===== config.mk =====
export PLATFORM = sky130hd
export DESIGN_NAME = bist_controller_flat
export DESIGN_NICKNAME = d
export VERILOG_FILES = /design/src/rtl/bist_pkg.sv /design/src/rtl/bist_controller_if.sv /design/src/rtl/bist_pattern_counter.sv /design/src/rtl/bist_controller.sv /design/src/flat_wrapper.sv
export SDC_FILE = /design/constraint.sdc
export NUM_CORES = 1
export LEC_CHECK = 0
export ABC_AREA = 1
export CAP_MARGIN = 20
export CELL_PAD_IN_SITES_DETAIL_PLACEMENT = 1
export CELL_PAD_IN_SITES_GLOBAL_PLACEMENT = 2
export CORE_UTILIZATION = 23
export CTS_CLUSTER_SIZE = 24
export DETAILED_ROUTE_END_ITERATION = 12
export GPL_ROUTABILITY_DRIVEN = 1
export PLACE_DENSITY_LB_ADDON = 0.1
export SLEW_MARGIN = 5
export SYNTH_ARGS = -nofsm -noshare
export SYNTH_HDL_FRONTEND = slang
export SYNTH_SLANG_ARGS = --single-unit

===== constraint.sdc =====
create_clock -name clk -period 1.5 [get_ports clk]
set_input_delay 0.15 -clock clk [delete_from_list [all_inputs] [get_ports clk]]
set_output_delay 0.15 -clock clk [all_outputs]
set_load 0.01 [all_outputs]

===== src/rtl/bist_pkg.sv =====
// Shared types and width helpers for the scan-BIST session controller.
package bist_pkg;

  typedef enum logic [2:0] {
    IDLE,
    INIT,
    SHIFT,
    CAPTURE,
    FLUSH,
    COMPARE,
    DONE
  } state_t;

  function automatic int CNT_W(input int num_patterns);
    return $clog2(num_patterns + 1);
  endfunction

  function automatic int BIT_W(input int chain_len);
    return (chain_len < 2) ? 1 : $clog2(chain_len);
  endfunction

endpackage


===== src/rtl/bist_controller_if.sv =====
// Controller-side bundle towards the pattern generator, scan chain and compactor.
interface bist_controller_if #(parameter int N = 8);

  logic         srsg_load;
  logic         srsg_en;
  logic [N-1:0] srsg_seed;
  logic [N-1:0] srsg_poly;
  logic         scan_en;
  logic         capture;
  logic         sisr_clr;
  logic         sisr_en;
  logic [N-1:0] sig_in;

  modport master (
    output srsg_load, srsg_en, srsg_seed, srsg_poly,
    output scan_en, capture, sisr_clr, sisr_en,
    input  sig_in
  );

  modport slave (
    input  srsg_load, srsg_en, srsg_seed, srsg_poly,
    input  scan_en, capture, sisr_clr, sisr_en,
    output sig_in
  );

endinterface


===== src/rtl/bist_pattern_counter.sv =====
// Bit-in-chain and pattern counters with terminal-count flags for the BIST FSM.
module bist_pattern_counter
  import bist_pkg::*;
#(
  parameter int CHAIN_LEN    = 16,
  parameter int NUM_PATTERNS = 64
) (
  input  logic                           clk,
  input  logic                           rst,
  input  logic                           clr,
  input  logic                           bit_en,
  input  logic                           pat_inc,
  output logic [CNT_W(NUM_PATTERNS)-1:0] pattern_cnt,
  output logic                           shift_last,
  output logic                           pattern_last
);

  localparam int BW = BIT_W(CHAIN_LEN);
  localparam int PW = CNT_W(NUM_PATTERNS);

  logic [BW-1:0] bit_cnt;

  assign shift_last   = (bit_cnt == BW'(CHAIN_LEN - 1));
  assign pattern_last = (pattern_cnt == PW'(NUM_PATTERNS - 1));

  // The bit counter idles at zero so every SHIFT/FLUSH phase starts from bit 0.
  always_ff @(posedge clk) begin
    if (!rst) begin
      bit_cnt <= '0;
    end else if (bit_en && !shift_last) begin
      bit_cnt <= bit_cnt + BW'(1);
    end else begin
      bit_cnt <= '0;
    end
  end

  always_ff @(posedge clk) begin
    if (!rst) begin
      pattern_cnt <= '0;
    end else if (clr) begin
      pattern_cnt <= '0;
    end else if (pat_inc) begin
      pattern_cnt <= pattern_cnt + PW'(1);
    end
  end

endmodule


===== src/rtl/bist_controller.sv =====
// Scan-BIST session sequencer: generator load, shift/capture loop, flush, signature compare.
// Optional abort input and aborted flag are built when BIST_ABORT_EN is defined.
//
// state   | meaning
// IDLE    | waiting for start; latches seed/poly/golden on accept
// INIT    | load generator, clear compactor
// SHIFT   | shift CHAIN_LEN bits of one pattern
// CAPTURE | functional capture strobe, count pattern
// FLUSH   | unload last response into the compactor
// COMPARE | register signature match
// DONE    | one-cycle completion pulse
module bist_controller
  import bist_pkg::*;
#(
  parameter int N            = 8,
  parameter int CHAIN_LEN    = 16,
  parameter int NUM_PATTERNS = 64
) (
  input  logic                           clk,
  input  logic                           rst,
  input  logic                           start,
  input  logic [N-1:0]                   seed,
  input  logic [N-1:0]                   poly,
  input  logic [N-1:0]                   golden,
`ifdef BIST_ABORT_EN
  input  logic                           abort,
  output logic                           aborted,
`endif
  bist_controller_if.master              tst,
  output logic [CNT_W(NUM_PATTERNS)-1:0] pattern_cnt,
  output logic                           busy,
  output logic                           done,
  output logic                           pass
);

  state_t       state_q, state_d;
  logic [N-1:0] seed_q, poly_q, golden_q;
  logic         accept;
  logic         shift_last, pattern_last;

  assign accept = (state_q == IDLE) && start;

`ifdef BIST_ABORT_EN
  // DONE is excluded so a held abort cannot re-enter DONE and pulse twice.
  logic abort_hit;
  assign abort_hit = abort && (state_q != IDLE) && (state_q != DONE);
`endif

  bist_pattern_counter #(
    .CHAIN_LEN   (CHAIN_LEN),
    .NUM_PATTERNS(NUM_PATTERNS)
  ) u_cnt (
    .clk         (clk),
    .rst         (rst),
    .clr         (accept),
    .bit_en      ((state_q == SHIFT) || (state_q == FLUSH)),
    .pat_inc     (state_q == CAPTURE),
    .pattern_cnt (pattern_cnt),
    .shift_last  (shift_last),
    .pattern_last(pattern_last)
  );

  always_ff @(posedge clk) begin
    if (!rst) state_q <= IDLE;
    else      state_q <= state_d;
  end

  always_comb begin
    state_d       = state_q;
    tst.srsg_load = 1'b0;
    tst.srsg_en   = 1'b0;
    tst.scan_en   = 1'b0;
    tst.capture   = 1'b0;
    tst.sisr_clr  = 1'b0;
    tst.sisr_en   = 1'b0;
    busy          = (state_q != IDLE);
    done          = 1'b0;
    case (state_q)
      IDLE: if (start) state_d = INIT;
      INIT: begin
        tst.srsg_load = 1'b1;
        tst.sisr_clr  = 1'b1;
        state_d       = SHIFT;
      end
      SHIFT: begin
        tst.srsg_en = 1'b1;
        tst.scan_en = 1'b1;
        // First pattern unloads the chain's unknown power-up content.
        tst.sisr_en = (pattern_cnt != '0);
        if (shift_last) state_d = CAPTURE;
      end
      CAPTURE: begin
        tst.capture = 1'b1;
        state_d     = pattern_last ? FLUSH : SHIFT;
      end
      FLUSH: begin
        tst.scan_en = 1'b1;
        tst.sisr_en = 1'b1;
        if (shift_last) state_d = COMPARE;
      end
      COMPARE: state_d = DONE;
      DONE: begin
        done    = 1'b1;
        state_d = IDLE;
      end
      default: state_d = IDLE;
    endcase
`ifdef BIST_ABORT_EN
    if (abort_hit) state_d = DONE;
`endif
  end

  assign tst.srsg_seed = seed_q;
  assign tst.srsg_poly = poly_q;

  always_ff @(posedge clk) begin
    if (!rst) begin
      seed_q   <= '0;
      poly_q   <= '0;
      golden_q <= '0;
      pass     <= 1'b0;
`ifdef BIST_ABORT_EN
      aborted  <= 1'b0;
`endif
    end else if (accept) begin
      seed_q   <= seed;
      poly_q   <= poly;
      golden_q <= golden;
      pass     <= 1'b0;
`ifdef BIST_ABORT_EN
      aborted  <= 1'b0;
    end else if (abort_hit) begin
      pass     <= 1'b0;
      aborted  <= 1'b1;
`endif
    end else if (state_q == COMPARE) begin
      pass <= (tst.sig_in == golden_q);
    end
  end

endmodule

===== src/flat_wrapper.sv =====
// flat-port wrapper written by rule: the top's interface ports become plain ports
module bist_controller_flat import bist_pkg::*;
#(
  parameter int N            = 8,
  parameter int CHAIN_LEN    = 16,
  parameter int NUM_PATTERNS = 64
)
  (clk, rst, start, seed, poly, golden, pattern_cnt, busy, done, pass, tst_srsg_load, tst_srsg_en, tst_srsg_seed, tst_srsg_poly, tst_scan_en, tst_capture, tst_sisr_clr, tst_sisr_en, tst_sig_in);
  bist_controller_if #(.N(N)) tst_i ();
  input  logic clk;
  input  logic rst;
  input  logic start;
  input  logic [N-1:0] seed;
  input  logic [N-1:0] poly;
  input  logic [N-1:0] golden;
  output logic [CNT_W(NUM_PATTERNS)-1:0] pattern_cnt;
  output logic busy;
  output logic done;
  output logic pass;
  output wire logic [$bits(tst_i.srsg_load)-1:0] tst_srsg_load;
  output wire logic [$bits(tst_i.srsg_en)-1:0] tst_srsg_en;
  output wire logic [$bits(tst_i.srsg_seed)-1:0] tst_srsg_seed;
  output wire logic [$bits(tst_i.srsg_poly)-1:0] tst_srsg_poly;
  output wire logic [$bits(tst_i.scan_en)-1:0] tst_scan_en;
  output wire logic [$bits(tst_i.capture)-1:0] tst_capture;
  output wire logic [$bits(tst_i.sisr_clr)-1:0] tst_sisr_clr;
  output wire logic [$bits(tst_i.sisr_en)-1:0] tst_sisr_en;
  input wire logic [$bits(tst_i.sig_in)-1:0] tst_sig_in;
  assign tst_srsg_load = tst_i.srsg_load;
  assign tst_srsg_en = tst_i.srsg_en;
  assign tst_srsg_seed = tst_i.srsg_seed;
  assign tst_srsg_poly = tst_i.srsg_poly;
  assign tst_scan_en = tst_i.scan_en;
  assign tst_capture = tst_i.capture;
  assign tst_sisr_clr = tst_i.sisr_clr;
  assign tst_sisr_en = tst_i.sisr_en;
  assign tst_i.sig_in = tst_sig_in;
  bist_controller #(.N(N), .CHAIN_LEN(CHAIN_LEN), .NUM_PATTERNS(NUM_PATTERNS)) u_core (.clk(clk), .rst(rst), .start(start), .seed(seed), .poly(poly), .golden(golden), .tst(tst_i), .pattern_cnt(pattern_cnt), .busy(busy), .done(done), .pass(pass));
endmodule

==> impl_metrics.env <==
export IMPL_status="complete, no violations"
export IMPL_reg2reg_depth=7
export IMPL_synthTopCellsByArea="dfxtp_1 45%, nand2_1 9.1%, a21oi_1 9.0%, nand3_1 9.0%, inv_1 3.7%"
export IMPL_syn_num_nets=260
export IMPL_setup_ws_ns=0.0576
export IMPL_yosysSeqAreaShare=0.452
export IMPL_grt_pass1_wl_um=8370
export IMPL_antenna_found_initial=0
export IMPL_cts_buffers=5
export IMPL_vias=1736
export IMPL_portBuffers=66
export IMPL_timing_hold_violations_final=0
export IMPL_num_rows=31
export IMPL_cts_sinks=39
export IMPL_fillers=886
export IMPL_layout_drive_gt1_share=0.141
export IMPL_setup_tns_final_ns=0
export IMPL_drc=0
export IMPL_crit_buf_inv=2
export IMPL_wire_per_inst_um=12.9
export IMPL_cp_required_ns=1.35
export IMPL_rsz0062_at_grt="true"
export IMPL_totalWireLength_um=5200
export IMPL_clockBufferDepth=2
export IMPL_firstDrtPassIters=4
export IMPL_hold_end="u_core.tst.srsg_poly[2]"
export IMPL_ant_nets=0
export IMPL_num_io_pins=67
export IMPL_drt_initial_drc_count=36
export IMPL_clk_pin_slew_ns=0.08
export IMPL_die_y_um=88.6
export IMPL_dpl_hpwl_um=3880
export IMPL_synth_cell_type_count=26
export IMPL_cts_tree="done"
export IMPL_post_place_ws_ns=-0.0487
export IMPL_die_area_um2=7860
export IMPL_nets=341
export IMPL_synth_top_area_frac=0.452
export IMPL_r2r_start="u_core.state_q[2]"
export IMPL_skew_ns=0.00632
export IMPL_cts_hold_fix_buffers=0
export IMPL_start_util=0.238
export IMPL_clock_root_buffer="clkbuf_8"
export IMPL_whs_ns=0.436
export IMPL_max_cap_viol_count=0
export IMPL_fin_crit_ns=1.44
export IMPL_grt_pass1_vias=1704
export IMPL_tightestPinTransition_ns=0.246
export IMPL_crit_chain="buf_4, clkdlybuf4s50_1"
export IMPL_final_util=0.371
export IMPL_min_path_cells=3
export IMPL_syn2layout_area_growth_pct=55.8
export IMPL_yosysWarnings=0
export IMPL_n_antenna_cell=0
export IMPL_die_width_um=88.6
export IMPL_ys_ff_latch=39
export IMPL_critPathLaunchType="flop"
export IMPL_cp_arrival_ns=1.29
export IMPL_track_usage=0.140
export IMPL_criticalPathCategory="reg2out"
export IMPL_place_inst=395
export IMPL_grt_max_degree=23
export IMPL_globalplace_congestion=0.737
export IMPL_crit_fanout=3
export IMPL_worst_path_stages=2
export IMPL_finalMaxSlewViolations=0
export IMPL_p_leak_nw=1.08
export IMPL_r2r_slack_ns=0.16
export IMPL_finalInstanceArea_um2=2690
export IMPL_critPathSlowestCell="clkdlybuf4s50_1"
export IMPL_powerDensity_nw_per_um2=1380
export IMPL_hold_path_class="in2reg"
export IMPL_regToRegEndpoint="u_core.golden_q[2]"
export IMPL_avgSynthCellArea_um2=7.78
export IMPL_slowest_delay_ns=0.52
export IMPL_netlist_area_um2=1730
export IMPL_relSlewSlack=0.835
export IMPL_power_mw=3.70
export IMPL_cp_top_family="buffers and inverters"
export IMPL_stdcell_count=403
export IMPL_synth_top_area_cell="dfxtp_1"
export IMPL_synth_cells=222
export IMPL_endpoint_kind="output pin"
export IMPL_clock_fmax_ghz=0.693
export IMPL_htree_levels=2
export IMPL_clock_latency_ns=0.29
export IMPL_dpl_cell_area_um2=2570
export IMPL_holdCritStartpoint="poly[2]"
export IMPL_coreArea_um2=7250
export IMPL_finalSetupViolations=0
export IMPL_irDropWorstVdd_uv=462
export IMPL_grt_overflow=0
export IMPL_fin_crit_sh=0.962
export IMPL_vias_per_cell=4.31
-- power breakdown --
group / switching (mW) / total [mW] / internal [mW]
clock: 0.390 / 0.885 / 0.495
combinational: 0.829 / 1.50 / 0.667
sequential: 0.110 / 1.32 / 1.21
-- placed cells by master, fill, tap and decap left out, drive strengths merged --
cell,instances
a21oi,32
dlygate4sd2,6
nor2,15
xor2,4
xnor2,4
clkdlybuf4s15,1
dlymetal6s2s,2
nand4,1
clkinv,2
ha,3
nand2,45
nand3,32
or2,1
clkdlybuf4s50,56
dfxtp,39
buf,19
nor3,5
o21ai,10
clkbuf,5
inv,20
bufinv,1
o21a,1
-- layout make-up --
| type | instances | area [um^2] | area share |
|---|---|---|---|
| Timing Repair Buffer | 84 | 788 | 0.293 |
| Clock buffer | 5 | 68.8 | 0.0256 |
| Multi-Input combinational cell | 153 | 798 | 0.297 |
| Inverter | 20 | 80.1 | 0.0298 |
| Clock inverter | 3 | 43.8 | 0.0163 |
| Tap cell | 99 | 124 | 0.0460 |
| Sequential cell | 39 | 787 | 0.293 |
-- cell families after synthesis --
kind of cell / after synthesis / synth area share
and+or+nand+nor: 99 / 0.269
adders and majority gates: 3 / 0.0217
buffers and inverters: 30 / 0.0884
AOI/OAI and AO/OA: 43 / 0.128
xor gates and xnor gates: 8 / 0.0406
DFF: 39 / 0.452
-- how the worst max path moves through the flow --
| stage | startpoint | to | slack (ns) |
|---|---|---|---|
| floorplan | u_core.u_cnt.pattern_cnt[1] | u_core.u_cnt.pattern_cnt[6] | 0.25 |
| global placement | u_core.u_cnt.pattern_cnt[0] | tst_sisr_en | -0.04 |
| detailed placement | u_core.u_cnt.pattern_cnt[0] | tst_sisr_en | -0.05 |
| CTS | u_core.u_cnt.pattern_cnt[6] | pattern_cnt[6] | 0.02 |
| global route | u_core.u_cnt.pattern_cnt[0] | tst_sisr_en | -0.04 |
| finish | u_core.u_cnt.pattern_cnt[6] | pattern_cnt[6] | 0.06 |
-- tightest hold or removal path, delay by kind of cell --
family / cells / cell delay (ns)
AOI/OAI and AO/OA: 1 / 0.06
buffers and inverters: 1 / 0.40
and+or+nand+nor: 1 / 0.08
-- synthesized netlist by cell type, drive strengths merged --
cell and number:
a21oi 32, buf 6, clkbuf 4, dfxtp 39
ha 3, inv 20, nand2 45, nand3 32
nand4 1, nor2 15, nor3 5, o21a 1
o21ai 10, or2 1, xnor2 4, xor2 4
-- metal layers --
metal  up-vias  share of wire  global-route usage
li1        888              -                   -
met1       804           0.49               0.189
met2        40           0.45               0.217
met3         4          0.047              0.0410
met4         0         0.0077              0.0396
met5         -              0                   0
-- flip-flops by register name, summed over array words and instances, names as in the netlist --
register	count
u_core.golden_q	8
u_core.pass	1
u_core.state_q	3
u_core.tst.srsg_poly	8
u_core.tst.srsg_seed	8
u_core.u_cnt.bit_cnt	4
u_core.u_cnt.pattern_cnt	7
-- what timing repair did --
action / CTS / global route
cloned: 0 / 0
buffers inserted: 0 / 0
setup endpoints to repair: 8 / 5
endpoints found under the hold margin: 0 / 0
gates resized for setup: 14 / 7
Note: power is estimated with default switching activity, not from simulation.
